===== src/rtl/mem_port_ctrl_pkg.sv =====
// mem_ctrl_pkg: shared types and constants for the two-client memory port
// controller.
//   NUM_CLIENTS   - number of clients sharing the single memory port
//   client_idx_t  - index of one client
//   mem_req_t     - one client request (wen, addr, wdata); its fields are sized
//                   for the widest supported configuration, and a narrower
//                   instance zero-pads the upper bits
//   grant_to_idx  - converts a one-hot grant vector into a client index
package mem_ctrl_pkg;

    localparam int NUM_CLIENTS   = 2;
    localparam int CLIENT_IDX_W  = 1;
    localparam int MAX_WORD_SIZE = 64;
    localparam int MAX_ADDR_SIZE = 64;

    typedef logic [CLIENT_IDX_W-1:0] client_idx_t;

    typedef struct packed {
        logic                     wen;
        logic [MAX_ADDR_SIZE-1:0] addr;
        logic [MAX_WORD_SIZE-1:0] wdata;
    } mem_req_t;

    function automatic client_idx_t grant_to_idx(input logic [NUM_CLIENTS-1:0] grant);
        client_idx_t idx;
        idx = '0;
        for (int i = 0; i < NUM_CLIENTS; i++) begin
            if (grant[i]) begin
                idx = client_idx_t'(i);
            end
        end
        return idx;
    endfunction

endpackage


===== src/rtl/mem_port_ctrl_if.sv =====
// mem_port_ctrl_if: request/response handshake between one client and the
// memory port controller.
//   req_valid/req_ready          - request handshake (ready from controller)
//   req_wen/req_addr/req_wdata   - request payload (1 = write)
//   rsp_valid/rsp_ready          - read response handshake (ready from client)
//   rsp_rdata                    - read response data
// Modports: master = client side, slave = controller side.
interface mem_port_ctrl_if #(
    parameter int WORD_SIZE = 8,
    parameter int ADDR_SIZE = 8
);

    logic                 req_valid;
    logic                 req_ready;
    logic                 req_wen;
    logic [ADDR_SIZE-1:0] req_addr;
    logic [WORD_SIZE-1:0] req_wdata;
    logic                 rsp_valid;
    logic                 rsp_ready;
    logic [WORD_SIZE-1:0] rsp_rdata;

    modport master (
        output req_valid, req_wen, req_addr, req_wdata, rsp_ready,
        input  req_ready, rsp_valid, rsp_rdata
    );

    modport slave (
        input  req_valid, req_wen, req_addr, req_wdata, rsp_ready,
        output req_ready, rsp_valid, rsp_rdata
    );

endinterface


===== src/rtl/mem_port_ctrl_arbiter.sv =====
// mem_rr_arbiter: picks at most one of the eligible client requests per cycle.
//   clock, reset - single clock, synchronous active-high reset
//   req          - per-client eligible request vector
//   grant        - one-hot grant (all zero when nothing is granted or in reset)
// Configuration macro MEM_PORT_CTRL_RR_EN: when defined, a contended cycle
// goes to the client that did not win last; otherwise client 0 always wins
// contention. last_grant is tracked in both builds.
module mem_rr_arbiter
    import mem_ctrl_pkg::*;
(
    input  logic                   clock,
    input  logic                   reset,
    input  logic [NUM_CLIENTS-1:0] req,
    output logic [NUM_CLIENTS-1:0] grant
);

    client_idx_t last_grant;
    client_idx_t last_grant_next;

    // Grant selection: an uncontended request wins outright; contention is
    // resolved by the build-time policy.
    always_comb begin
        grant = '0;
        if (!reset) begin
            if (req[0] && req[1]) begin
`ifdef MEM_PORT_CTRL_RR_EN
                if (last_grant == client_idx_t'(0)) begin
                    grant = 2'b10;
                end else begin
                    grant = 2'b01;
                end
`else
                grant = 2'b01;
`endif
            end else begin
                grant = req;
            end
        end
    end

    // last_grant only moves when somebody is actually granted.
    always_comb begin
        last_grant_next = last_grant;
        if (grant[0]) begin
            last_grant_next = client_idx_t'(0);
        end
        if (grant[1]) begin
            last_grant_next = client_idx_t'(1);
        end
    end

    // Reset to 1 so that client 0 is favoured at the first contention.
    always_ff @(posedge clock) begin
        if (reset) begin
            last_grant <= client_idx_t'(1);
        end else begin
            last_grant <= last_grant_next;
        end
    end

endmodule


===== src/rtl/mem_port_ctrl.sv =====
// mem_port_ctrl: shares one single-port memory between two clients.
//   clock, reset        - single clock, synchronous active-high reset
//   c0, c1              - client request/response interfaces (slave side)
//   mem_wen             - memory write enable
//   mem_addr, mem_wdata - memory address / write data (hold when idle)
//   mem_rdata           - memory read data, combinational from mem_addr
// Writes complete in the grant cycle with no response; reads capture
// mem_rdata at the grant edge and present it one cycle later until consumed.
// Arbitration policy is selected by the MEM_PORT_CTRL_RR_EN macro inside
// mem_rr_arbiter.
module mem_port_ctrl
    import mem_ctrl_pkg::*;
#(
    parameter int WORD_SIZE = 8,
    parameter int ADDR_SIZE = 8
) (
    input  logic                 clock,
    input  logic                 reset,
    mem_port_ctrl_if.slave       c0,
    mem_port_ctrl_if.slave       c1,
    output logic                 mem_wen,
    output logic [ADDR_SIZE-1:0] mem_addr,
    output logic [WORD_SIZE-1:0] mem_wdata,
    input  logic [WORD_SIZE-1:0] mem_rdata
);

    mem_req_t               client_req [NUM_CLIENTS];
    logic [NUM_CLIENTS-1:0] req_valid;
    logic [NUM_CLIENTS-1:0] rsp_ready;
    logic [NUM_CLIENTS-1:0] eligible;
    logic [NUM_CLIENTS-1:0] grant;
    logic [NUM_CLIENTS-1:0] rsp_valid_q;
    logic [WORD_SIZE-1:0]   rsp_rdata_q [NUM_CLIENTS];

    client_idx_t            grant_idx;
    mem_req_t               sel_req;
    logic                   any_grant;
    logic [ADDR_SIZE-1:0]   mem_addr_q;
    logic [WORD_SIZE-1:0]   mem_wdata_q;
    logic                   unused_req_bits;

    // Collect both clients into arrays so the rest of the logic is per-index.
    // A read is only eligible when its response slot is free or being
    // drained this very cycle; writes never produce a response.
    always_comb begin
        req_valid = {c1.req_valid, c0.req_valid};
        rsp_ready = {c1.rsp_ready, c0.rsp_ready};

        client_req[0]                       = '0;
        client_req[0].wen                   = c0.req_wen;
        client_req[0].addr[ADDR_SIZE-1:0]   = c0.req_addr;
        client_req[0].wdata[WORD_SIZE-1:0]  = c0.req_wdata;

        client_req[1]                       = '0;
        client_req[1].wen                   = c1.req_wen;
        client_req[1].addr[ADDR_SIZE-1:0]   = c1.req_addr;
        client_req[1].wdata[WORD_SIZE-1:0]  = c1.req_wdata;

        eligible = '0;
        for (int i = 0; i < NUM_CLIENTS; i++) begin
            eligible[i] = req_valid[i] &&
                          (client_req[i].wen || !rsp_valid_q[i] || rsp_ready[i]);
        end
    end

    mem_rr_arbiter u_arbiter (
        .clock (clock),
        .reset (reset),
        .req   (eligible),
        .grant (grant)
    );

    // Memory port drive: the granted request goes straight out; with no
    // grant the address/data stay at whatever was last presented.
    always_comb begin
        any_grant = |grant;
        grant_idx = grant_to_idx(grant);
        sel_req   = client_req[grant_idx];
        mem_wen   = any_grant && sel_req.wen;
        mem_addr  = any_grant ? sel_req.addr[ADDR_SIZE-1:0]  : mem_addr_q;
        mem_wdata = any_grant ? sel_req.wdata[WORD_SIZE-1:0] : mem_wdata_q;
    end

    // Upper struct bits are zero padding for narrow configurations.
    assign unused_req_bits = ^sel_req;

    assign c0.req_ready = grant[0];
    assign c1.req_ready = grant[1];
    assign c0.rsp_valid = rsp_valid_q[0];
    assign c1.rsp_valid = rsp_valid_q[1];
    assign c0.rsp_rdata = rsp_rdata_q[0];
    assign c1.rsp_rdata = rsp_rdata_q[1];

    // Holding registers behind the idle value of mem_addr/mem_wdata.
    always_ff @(posedge clock) begin
        if (reset) begin
            mem_addr_q  <= '0;
            mem_wdata_q <= '0;
        end else if (any_grant) begin
            mem_addr_q  <= mem_addr;
            mem_wdata_q <= mem_wdata;
        end
    end

    // Response slots: a granted read refills the slot even if it is being
    // consumed in the same cycle, so valid stays high with the new word.
    always_ff @(posedge clock) begin
        for (int i = 0; i < NUM_CLIENTS; i++) begin
            if (reset) begin
                rsp_valid_q[i] <= 1'b0;
                rsp_rdata_q[i] <= '0;
            end else if (grant[i] && !client_req[i].wen) begin
                rsp_valid_q[i] <= 1'b1;
                rsp_rdata_q[i] <= mem_rdata;
            end else if (rsp_valid_q[i] && rsp_ready[i]) begin
                rsp_valid_q[i] <= 1'b0;
            end
        end
    end

endmodule


===== src/flat_wrapper.sv =====
// flat-port wrapper written by rule: the top's interface ports become plain ports
module mem_port_ctrl_flat import mem_ctrl_pkg::*;
#(
    parameter int WORD_SIZE = 8,
    parameter int ADDR_SIZE = 8
)
  (clock, reset, mem_wen, mem_addr, mem_wdata, mem_rdata, c0_req_valid, c0_req_wen, c0_req_addr, c0_req_wdata, c0_rsp_ready, c0_req_ready, c0_rsp_valid, c0_rsp_rdata, c1_req_valid, c1_req_wen, c1_req_addr, c1_req_wdata, c1_rsp_ready, c1_req_ready, c1_rsp_valid, c1_rsp_rdata);
  mem_port_ctrl_if #(.WORD_SIZE(WORD_SIZE), .ADDR_SIZE(ADDR_SIZE)) c0_i ();
  mem_port_ctrl_if #(.WORD_SIZE(WORD_SIZE), .ADDR_SIZE(ADDR_SIZE)) c1_i ();
  input  logic clock;
  input  logic reset;
  output logic mem_wen;
  output logic [ADDR_SIZE-1:0] mem_addr;
  output logic [WORD_SIZE-1:0] mem_wdata;
  input  logic [WORD_SIZE-1:0] mem_rdata;
  input wire logic [$bits(c0_i.req_valid)-1:0] c0_req_valid;
  input wire logic [$bits(c0_i.req_wen)-1:0] c0_req_wen;
  input wire logic [$bits(c0_i.req_addr)-1:0] c0_req_addr;
  input wire logic [$bits(c0_i.req_wdata)-1:0] c0_req_wdata;
  input wire logic [$bits(c0_i.rsp_ready)-1:0] c0_rsp_ready;
  output wire logic [$bits(c0_i.req_ready)-1:0] c0_req_ready;
  output wire logic [$bits(c0_i.rsp_valid)-1:0] c0_rsp_valid;
  output wire logic [$bits(c0_i.rsp_rdata)-1:0] c0_rsp_rdata;
  input wire logic [$bits(c1_i.req_valid)-1:0] c1_req_valid;
  input wire logic [$bits(c1_i.req_wen)-1:0] c1_req_wen;
  input wire logic [$bits(c1_i.req_addr)-1:0] c1_req_addr;
  input wire logic [$bits(c1_i.req_wdata)-1:0] c1_req_wdata;
  input wire logic [$bits(c1_i.rsp_ready)-1:0] c1_rsp_ready;
  output wire logic [$bits(c1_i.req_ready)-1:0] c1_req_ready;
  output wire logic [$bits(c1_i.rsp_valid)-1:0] c1_rsp_valid;
  output wire logic [$bits(c1_i.rsp_rdata)-1:0] c1_rsp_rdata;
  assign c0_i.req_valid = c0_req_valid;
  assign c0_i.req_wen = c0_req_wen;
  assign c0_i.req_addr = c0_req_addr;
  assign c0_i.req_wdata = c0_req_wdata;
  assign c0_i.rsp_ready = c0_rsp_ready;
  assign c0_req_ready = c0_i.req_ready;
  assign c0_rsp_valid = c0_i.rsp_valid;
  assign c0_rsp_rdata = c0_i.rsp_rdata;
  assign c1_i.req_valid = c1_req_valid;
  assign c1_i.req_wen = c1_req_wen;
  assign c1_i.req_addr = c1_req_addr;
  assign c1_i.req_wdata = c1_req_wdata;
  assign c1_i.rsp_ready = c1_rsp_ready;
  assign c1_req_ready = c1_i.req_ready;
  assign c1_rsp_valid = c1_i.rsp_valid;
  assign c1_rsp_rdata = c1_i.rsp_rdata;
  mem_port_ctrl #(.WORD_SIZE(WORD_SIZE), .ADDR_SIZE(ADDR_SIZE)) u_core (.clock(clock), .reset(reset), .c0(c0_i), .c1(c1_i), .mem_wen(mem_wen), .mem_addr(mem_addr), .mem_wdata(mem_wdata), .mem_rdata(mem_rdata));
endmodule

===== config.mk =====
export PLATFORM = sky130hd
export DESIGN_NAME = mem_port_ctrl_flat
export DESIGN_NICKNAME = d
export VERILOG_FILES = /design/src/rtl/mem_port_ctrl_pkg.sv /design/src/rtl/mem_port_ctrl_if.sv /design/src/rtl/mem_port_ctrl_arbiter.sv /design/src/rtl/mem_port_ctrl.sv /design/src/flat_wrapper.sv
export SDC_FILE = /design/constraint.sdc
export NUM_CORES = 1
export LEC_CHECK = 0
export BUFFER_PORTS_ARGS = -buffer_cell sky130_fd_sc_hd__buf_2
export CAP_MARGIN = 40
export CORE_ASPECT_RATIO = 1.4
export CORE_MARGIN = 2
export CORE_UTILIZATION = 47
export DETAILED_ROUTE_END_ITERATION = 8
export GPL_ROUTABILITY_DRIVEN = 0
export PLACE_DENSITY = 0.93
export SLEW_MARGIN = 10
export SYNTH_ARGS = -nofsm -noshare
export SYNTH_HDL_FRONTEND = slang
export SYNTH_HIERARCHICAL = 1
export SYNTH_SLANG_ARGS = --single-unit

===== constraint.sdc =====
create_clock -name clock -period 2.68 [get_ports clock]
set_input_delay 0.268 -clock clock [delete_from_list [all_inputs] [get_ports clock]]
set_output_delay 0.268 -clock clock [all_outputs]
set_load 0.01 [all_outputs]

---- After elaboration in Yosys (flattened, before gate mapping) ----
Memories as Yosys holds them, arrays and structs flattened.
Index checks and enable logic that the tools add are counted.
cells by class
  order comparisons ....................... 1
  multiplexer cells ....................... 22
  bitwise gates (word level) .............. 3
  reduce and logical (&&, ||, !) cells .... 19
operators by type and width
  cell                                                      number
  129-bit two-way mux                                       3
  8-bit two-way mux                                         4
  1-bit two-way mux                                         13
  1-bit logical AND                                         8
  1-bit logical NOT                                         4
  1-bit logical OR                                          4
  2-bit two-way mux                                         2
  2-bit nonzero test                                        2
  2-bit greater-or-equal comparator, second input constant  1
  1-bit NOT with 2-bit output                               1
  1-bit bitwise OR                                          2
  2-bit OR reduction                                        1
word-level totals
  register bits ........................... 18
  bits in writable memories ............... 16
  input bits .............................. 48
  output and inout bits ................... 37
  memories ................................ 1
memories
  name                words  width  rd ports  clocked after memory_dff  write ports  RTL line             RTL
  u_core.rsp_rdata_q  2      8      2         0                         2            mem_port_ctrl.sv:33  logic [WORD_SIZE-1:0] rsp_rdata_q [NUM_CLIENTS];

---- Depth between registers and ports, before layout ----
  depth in word-level cells ............... 13
  depth in mapped cells ................... 7

---- By module ----
Netlist, hierarchy kept.
by module, submodules not included
  module          times used  cells each  area an instance (µm²)  sequential area each (µm²)
  mem_port_ctrl   1           148         1564.0                  840.8
  mem_rr_arbiter  1           2           18.8                    0.0

---- Least setup slack after synthesis ----
Ideal clock, no wire load.
  path kind ............................... register to output
  start point ............................. register u_core.rsp_valid_q[0]
  end point ............................... output port mem_addr[7]
  data arrival time ....................... 1.595 ns
  data required time ...................... 2.412 ns
  setup slack ............................. 0.817 ns
  cell stages (with the launch flop) ...... 8
  buffers on the path ..................... 2
  cells stage by stage .................... dfxtp_1 -> nand2b_1 -> o21a_1 -> nor3b_2 -> buf_2 -> clkbuf_1 -> nor2b_1 -> a21oi_1
on the way
  cells in the longest elaborated chain, start to end .. 13
  elaborated cells on any way between the ends .. 14
RTL lines
  item                                                     RTL line                     RTL
  start, declared                                          mem_port_ctrl.sv:32          logic [NUM_CLIENTS-1:0] rsp_valid_q;
  start signal, assigned by index                          mem_port_ctrl.sv:110         rsp_valid_q[i] <= 1'b0;
  start signal, assigned by index                          mem_port_ctrl.sv:113         rsp_valid_q[i] <= 1'b1;
  start signal, assigned by index                          mem_port_ctrl.sv:116         rsp_valid_q[i] <= 1'b0;
  1-bit logical NOT *                                      mem_port_ctrl.sv:62          (client_req[i].wen || !rsp_valid_q[i] || rsp_ready[i]);
  1-bit logical OR * (2 in series)                         mem_port_ctrl.sv:62
  1-bit logical AND *                                      mem_port_ctrl.sv:61          eligible[i] = req_valid[i] &&
  net u_core.eligible[0]                                   mem_port_ctrl.sv:30          logic [NUM_CLIENTS-1:0] eligible;
  1-bit logical AND *                                      mem_port_ctrl_arbiter.sv:25  if (req[0] && req[1]) begin
  2-bit two-way mux *                                      mem_port_ctrl_arbiter.sv:25
  2-bit two-way mux *                                      mem_port_ctrl_arbiter.sv:24  if (!reset) begin
  net c1_req_ready                                         flat_wrapper.sv:29           output wire logic [$bits(c1_i.req_ready)-1:0] c1_req_ready;
  1-bit two-way mux                                        mem_port_ctrl_pkg.sv:28      if (grant[i]) begin
  1-bit NOT with 2-bit output (implied by the code)        mem_port_ctrl.sv:78          sel_req = client_req[grant_idx];
  129-bit two-way mux (implied by the code) (3 in series)  mem_port_ctrl.sv:78
  8-bit two-way mux *                                      mem_port_ctrl.sv:80          mem_addr = any_grant ? sel_req.addr[ADDR_SIZE-1:0] : mem_addr_q;
  end, declared                                            flat_wrapper.sv:13           output logic [ADDR_SIZE-1:0] mem_addr;
Mark *: on every way through the listed nets, which the timed path passes. The rest lies on a longest branch. The select of a mux whose other input is x is not followed.

---- Worst setup path in the final report ----
  start point ............................. register u_core.rsp_valid_q[0]
  end point ............................... output port mem_wdata[5]
on the way
  cells in the longest elaborated chain, start to end .. 13
  elaborated cells on any way between the ends .. 14
RTL lines
  item                                                     RTL line                     RTL
  1-bit logical NOT *                                      mem_port_ctrl.sv:62
  1-bit logical OR * (2 in series)                         mem_port_ctrl.sv:62
  1-bit logical AND *                                      mem_port_ctrl.sv:61
  net u_core.eligible[0]                                   mem_port_ctrl.sv:30
  1-bit logical AND                                        mem_port_ctrl_arbiter.sv:25
  2-bit two-way mux *                                      mem_port_ctrl_arbiter.sv:25
  2-bit two-way mux *                                      mem_port_ctrl_arbiter.sv:24
  1-bit two-way mux                                        mem_port_ctrl_pkg.sv:28
  1-bit NOT with 2-bit output (implied by the code)        mem_port_ctrl.sv:78
  129-bit two-way mux (implied by the code) (3 in series)  mem_port_ctrl.sv:78
  8-bit two-way mux *                                      mem_port_ctrl.sv:81          mem_wdata = any_grant ? sel_req.wdata[WORD_SIZE-1:0] : mem_wdata_q;
  end, declared                                            flat_wrapper.sv:14           output logic [WORD_SIZE-1:0] mem_wdata;
Marked as above.

==> impl_metrics.csv <==
group,metric,value,unit
setup_path,crit_path_max_fanout,14,
placement,pre_cts_ws,0.584,ns
placement,dp.cells,263,
clocking,clock-sinks,34,
clocking,post_cts_buffers,0,
route,wirelength,3550,um
logic_synthesis,postSynthAreaPerCell,10.6,um^2
logic_synthesis,synth_seq_cells,34,
timing,skew,0.00532,ns
timing,hold_viol_final,0,
clocking,clkTransAtPathRegs,0.07,ns
setup_path,r2r_cells,5,
logic_synthesis,synth_area,0.00158,mm^2
global_route,grt_max_degree,33,
floorplanning,core,0.00315,mm^2
placement,io_buffers,84,
route,ant_nets,0,
timing,worst_pin_slew,0.876,ns
clocking,post_cts_resize_count,0,
pwr,pwr_density_cell,539,mW/mm^2
global_route,grt_pass1_vias,1346,
finish,areaGrowthSynthToFinish,31.9,%
timing,fin_ws,0.407,ns
placement,hpwlAfterDp,2800,um
global_route,grt_antenna_before_repair,0,
clocking,clock_path_buffers,2,
clocking,cts_tree,"yes",
floorplanning,pin_count,85,
floorplanning,row_count,24,
hold_path,worstHoldStart,"c1_rsp_ready",
clocking,cts_root_buffer,"clkbuf_8",
finish,nNetsFinal,279,
pwr,peakVddDrop,440,uV
setup_path,r2r_end,"u_core/rsp_rdata_q[0][7]",
pwr,power_leakage,0.941,nW
route,drtIter0Drc,26,
timing,fin_tns_setup,0,ns
clocking,cts_made_buffers,5,
logic_synthesis,syn_nets,198,
global_route,grt_overflow,0,
floorplanning,die-area,0.00385,mm^2
setup_path,cp_data_arrival_time,2.00,ns
logic_synthesis,yosysUniqueCellTypes,17,
floorplanning,fp.dieW,53.0,um
setup_path,rrSetupSlack,0.74,ns
route,dr.pass1.iters,4,
clocking,insertion_delay,0.28,ns
global_route,grt_first_pass_wirelength,5590,um
hold_path,worstHoldPathType,"in -> reg",
clocking,ctsHoldBuffers,0,
timing,setup_violations,0,
setup_path,start_kind,"flip-flop",
timing,holdWs,0.281,ns
timing,final.min_clock_period,2.27,ns
setup_path,cp.required,2.41,ns
route,via_per_inst,5.18,
logic_synthesis,yosys_warnings,6,
hold_path,hold_depth,3,
finish,antennaDiodeCount,0,
finish,final_layout_size_suffix_gt1_share,40.1,%
setup_path,crit_type,"reg -> out",
logic_synthesis,ys_seq_area_share,53.1,%
finish,fill_cells,282,
finish,fin_cells,271,
setup_path,r2r-start,"u_core/rsp_valid_q[0]",
global_route,grt_use_total,20.0,%
floorplanning,initial_utilization,50.2,%
status,status,"completed",
job,maxCapViolations,0,
setup_path,critical_path.endpoint_type,"output port",
timing,slew_headroom,41.5,%
timing,fmax,440,MHz
timing,finalMaxSlewViolations,0,
route,vias,1404,
route,drc,0,
logic_synthesis,postSynthCellCount,150,
floorplanning,die_height,72.7,um
timing,rsz0062_at_grt,"no",
clocking,htree_levels,2,
hold_path,whs_endpoint,"u_core/rsp_valid_q[1]",
route,wire_per_inst,13.1,um
timing,finalCritPeriodShare,84.8,%
## cell type report
cell class              count  area [um^2]  area share, %
well taps                  39         48.8           2.34
clock inverters             3         11.3          0.539
multi-input cells         103          667           31.9
inverters                   1         3.75          0.180
clock buffers               5         68.8           3.30
flip-flops and latches     34          841           40.3
repair buffers             86          448           21.5
## synthesized netlist by cell type, drive strengths merged
cell	count	area share, %
mux2i	16	10
clkbuf	6	1.4
edfxtp	16	30
nor2b	17	6.7
o21ai	1	0.32
nor2	16	3.8
nand2	2	0.47
o21a	2	0.95
inv	1	0.24
nand2b	14	5.5
nor3b	1	0.79
a21oi	18	5.7
a211oi	16	7.6
dfxtp	18	23
buf	6	3.2
## worst max-delay path: stages, from the launching register on
cell      delay [ns]
dfxtp_1         0.31
nand2b_1        0.08
o21a_1          0.16
nor2b_2         0.39
buf_12          0.21
mux2i_1         0.29
a21oi_1         0.10
buf_2           0.18
## routing by layer
metal	up-vias	global-route usage [%]	part of all wire [%]
met5	-	0	0
met4	0	7.69	2.1
met3	8	6.56	7.9
met2	69	37.1	55
met1	632	20.0	35
li1	695	-	-
## worst max path at each step
stage	from	to	slack [ns]	cells after the start
after floorplan	u_core/rsp_valid_q[0]	mem_addr[7]	0.82	7
final	u_core/rsp_valid_q[0]	mem_wdata[5]	0.41	7
after global placement	c1_rsp_ready	mem_addr[6]	0.64	7
after detailed placement	c1_rsp_ready	mem_addr[4]	0.58	7
after global routing	u_core/rsp_valid_q[0]	mem_wdata[0]	0.22	6
after CTS	u_core/rsp_valid_q[0]	mem_addr[4]	0.39	6
## flip-flops by register name (all words and copies together) (netlist names)
signal and flops:
u_core/rsp_valid_q 2, u_core/mem_addr_q 8, u_core/mem_wdata_q 8, u_core/rsp_rdata_q 16
## cell families after synthesis
kind of cell | after synthesis | share of synthesized area (%)
mux | 16 | 10.1
simple gates | 50 | 17.3
compound gates | 37 | 14.5
flops | 34 | 53.1
buf+inv | 13 | 4.90
## power breakdown
part / total [mW] / switching (mW) / internal [mW]
registers: 0.580 / 0.00725 / 0.573
logic: 0.205 / 0.109 / 0.0968
clock network: 0.340 / 0.167 / 0.173
total: 1.13 / 0.282 / 0.843
## cell usage in the layout, fill, tap and decap left out
| cell type | count |
|---|---|
| a211oi_1 | 16 |
| nor2b_2 | 1 |
| buf_4 | 1 |
| o21a_1 | 2 |
| clkbuf_8 | 5 |
| dfxtp_1 | 18 |
| clkinv_1 | 3 |
| mux2i_1 | 16 |
| buf_2 | 84 |
| o21ai_0 | 1 |
| buf_12 | 1 |
| inv_1 | 1 |
| a21oi_1 | 18 |
| nor2b_1 | 16 |
| nor3b_2 | 1 |
| nand2_1 | 2 |
| nand2b_1 | 14 |
| nor2_1 | 16 |
| edfxtp_1 | 16 |
## through the flow
step | power [mW] | area [um^2] | util (%)
6_report | 1.13 | 2090 | 66.2
3_5_place_dp | 0.798 | 2010 | 63.7
2_1_floorplan | 0.710 | 1580 | -
3_3_place_gp | 0.791 | 2010 | 63.7
4_1_cts | 1.14 | 2090 | 66.2
5_1_grt | 1.18 | 2090 | 66.2
Note: power is estimated with default switching activity, not from simulation.
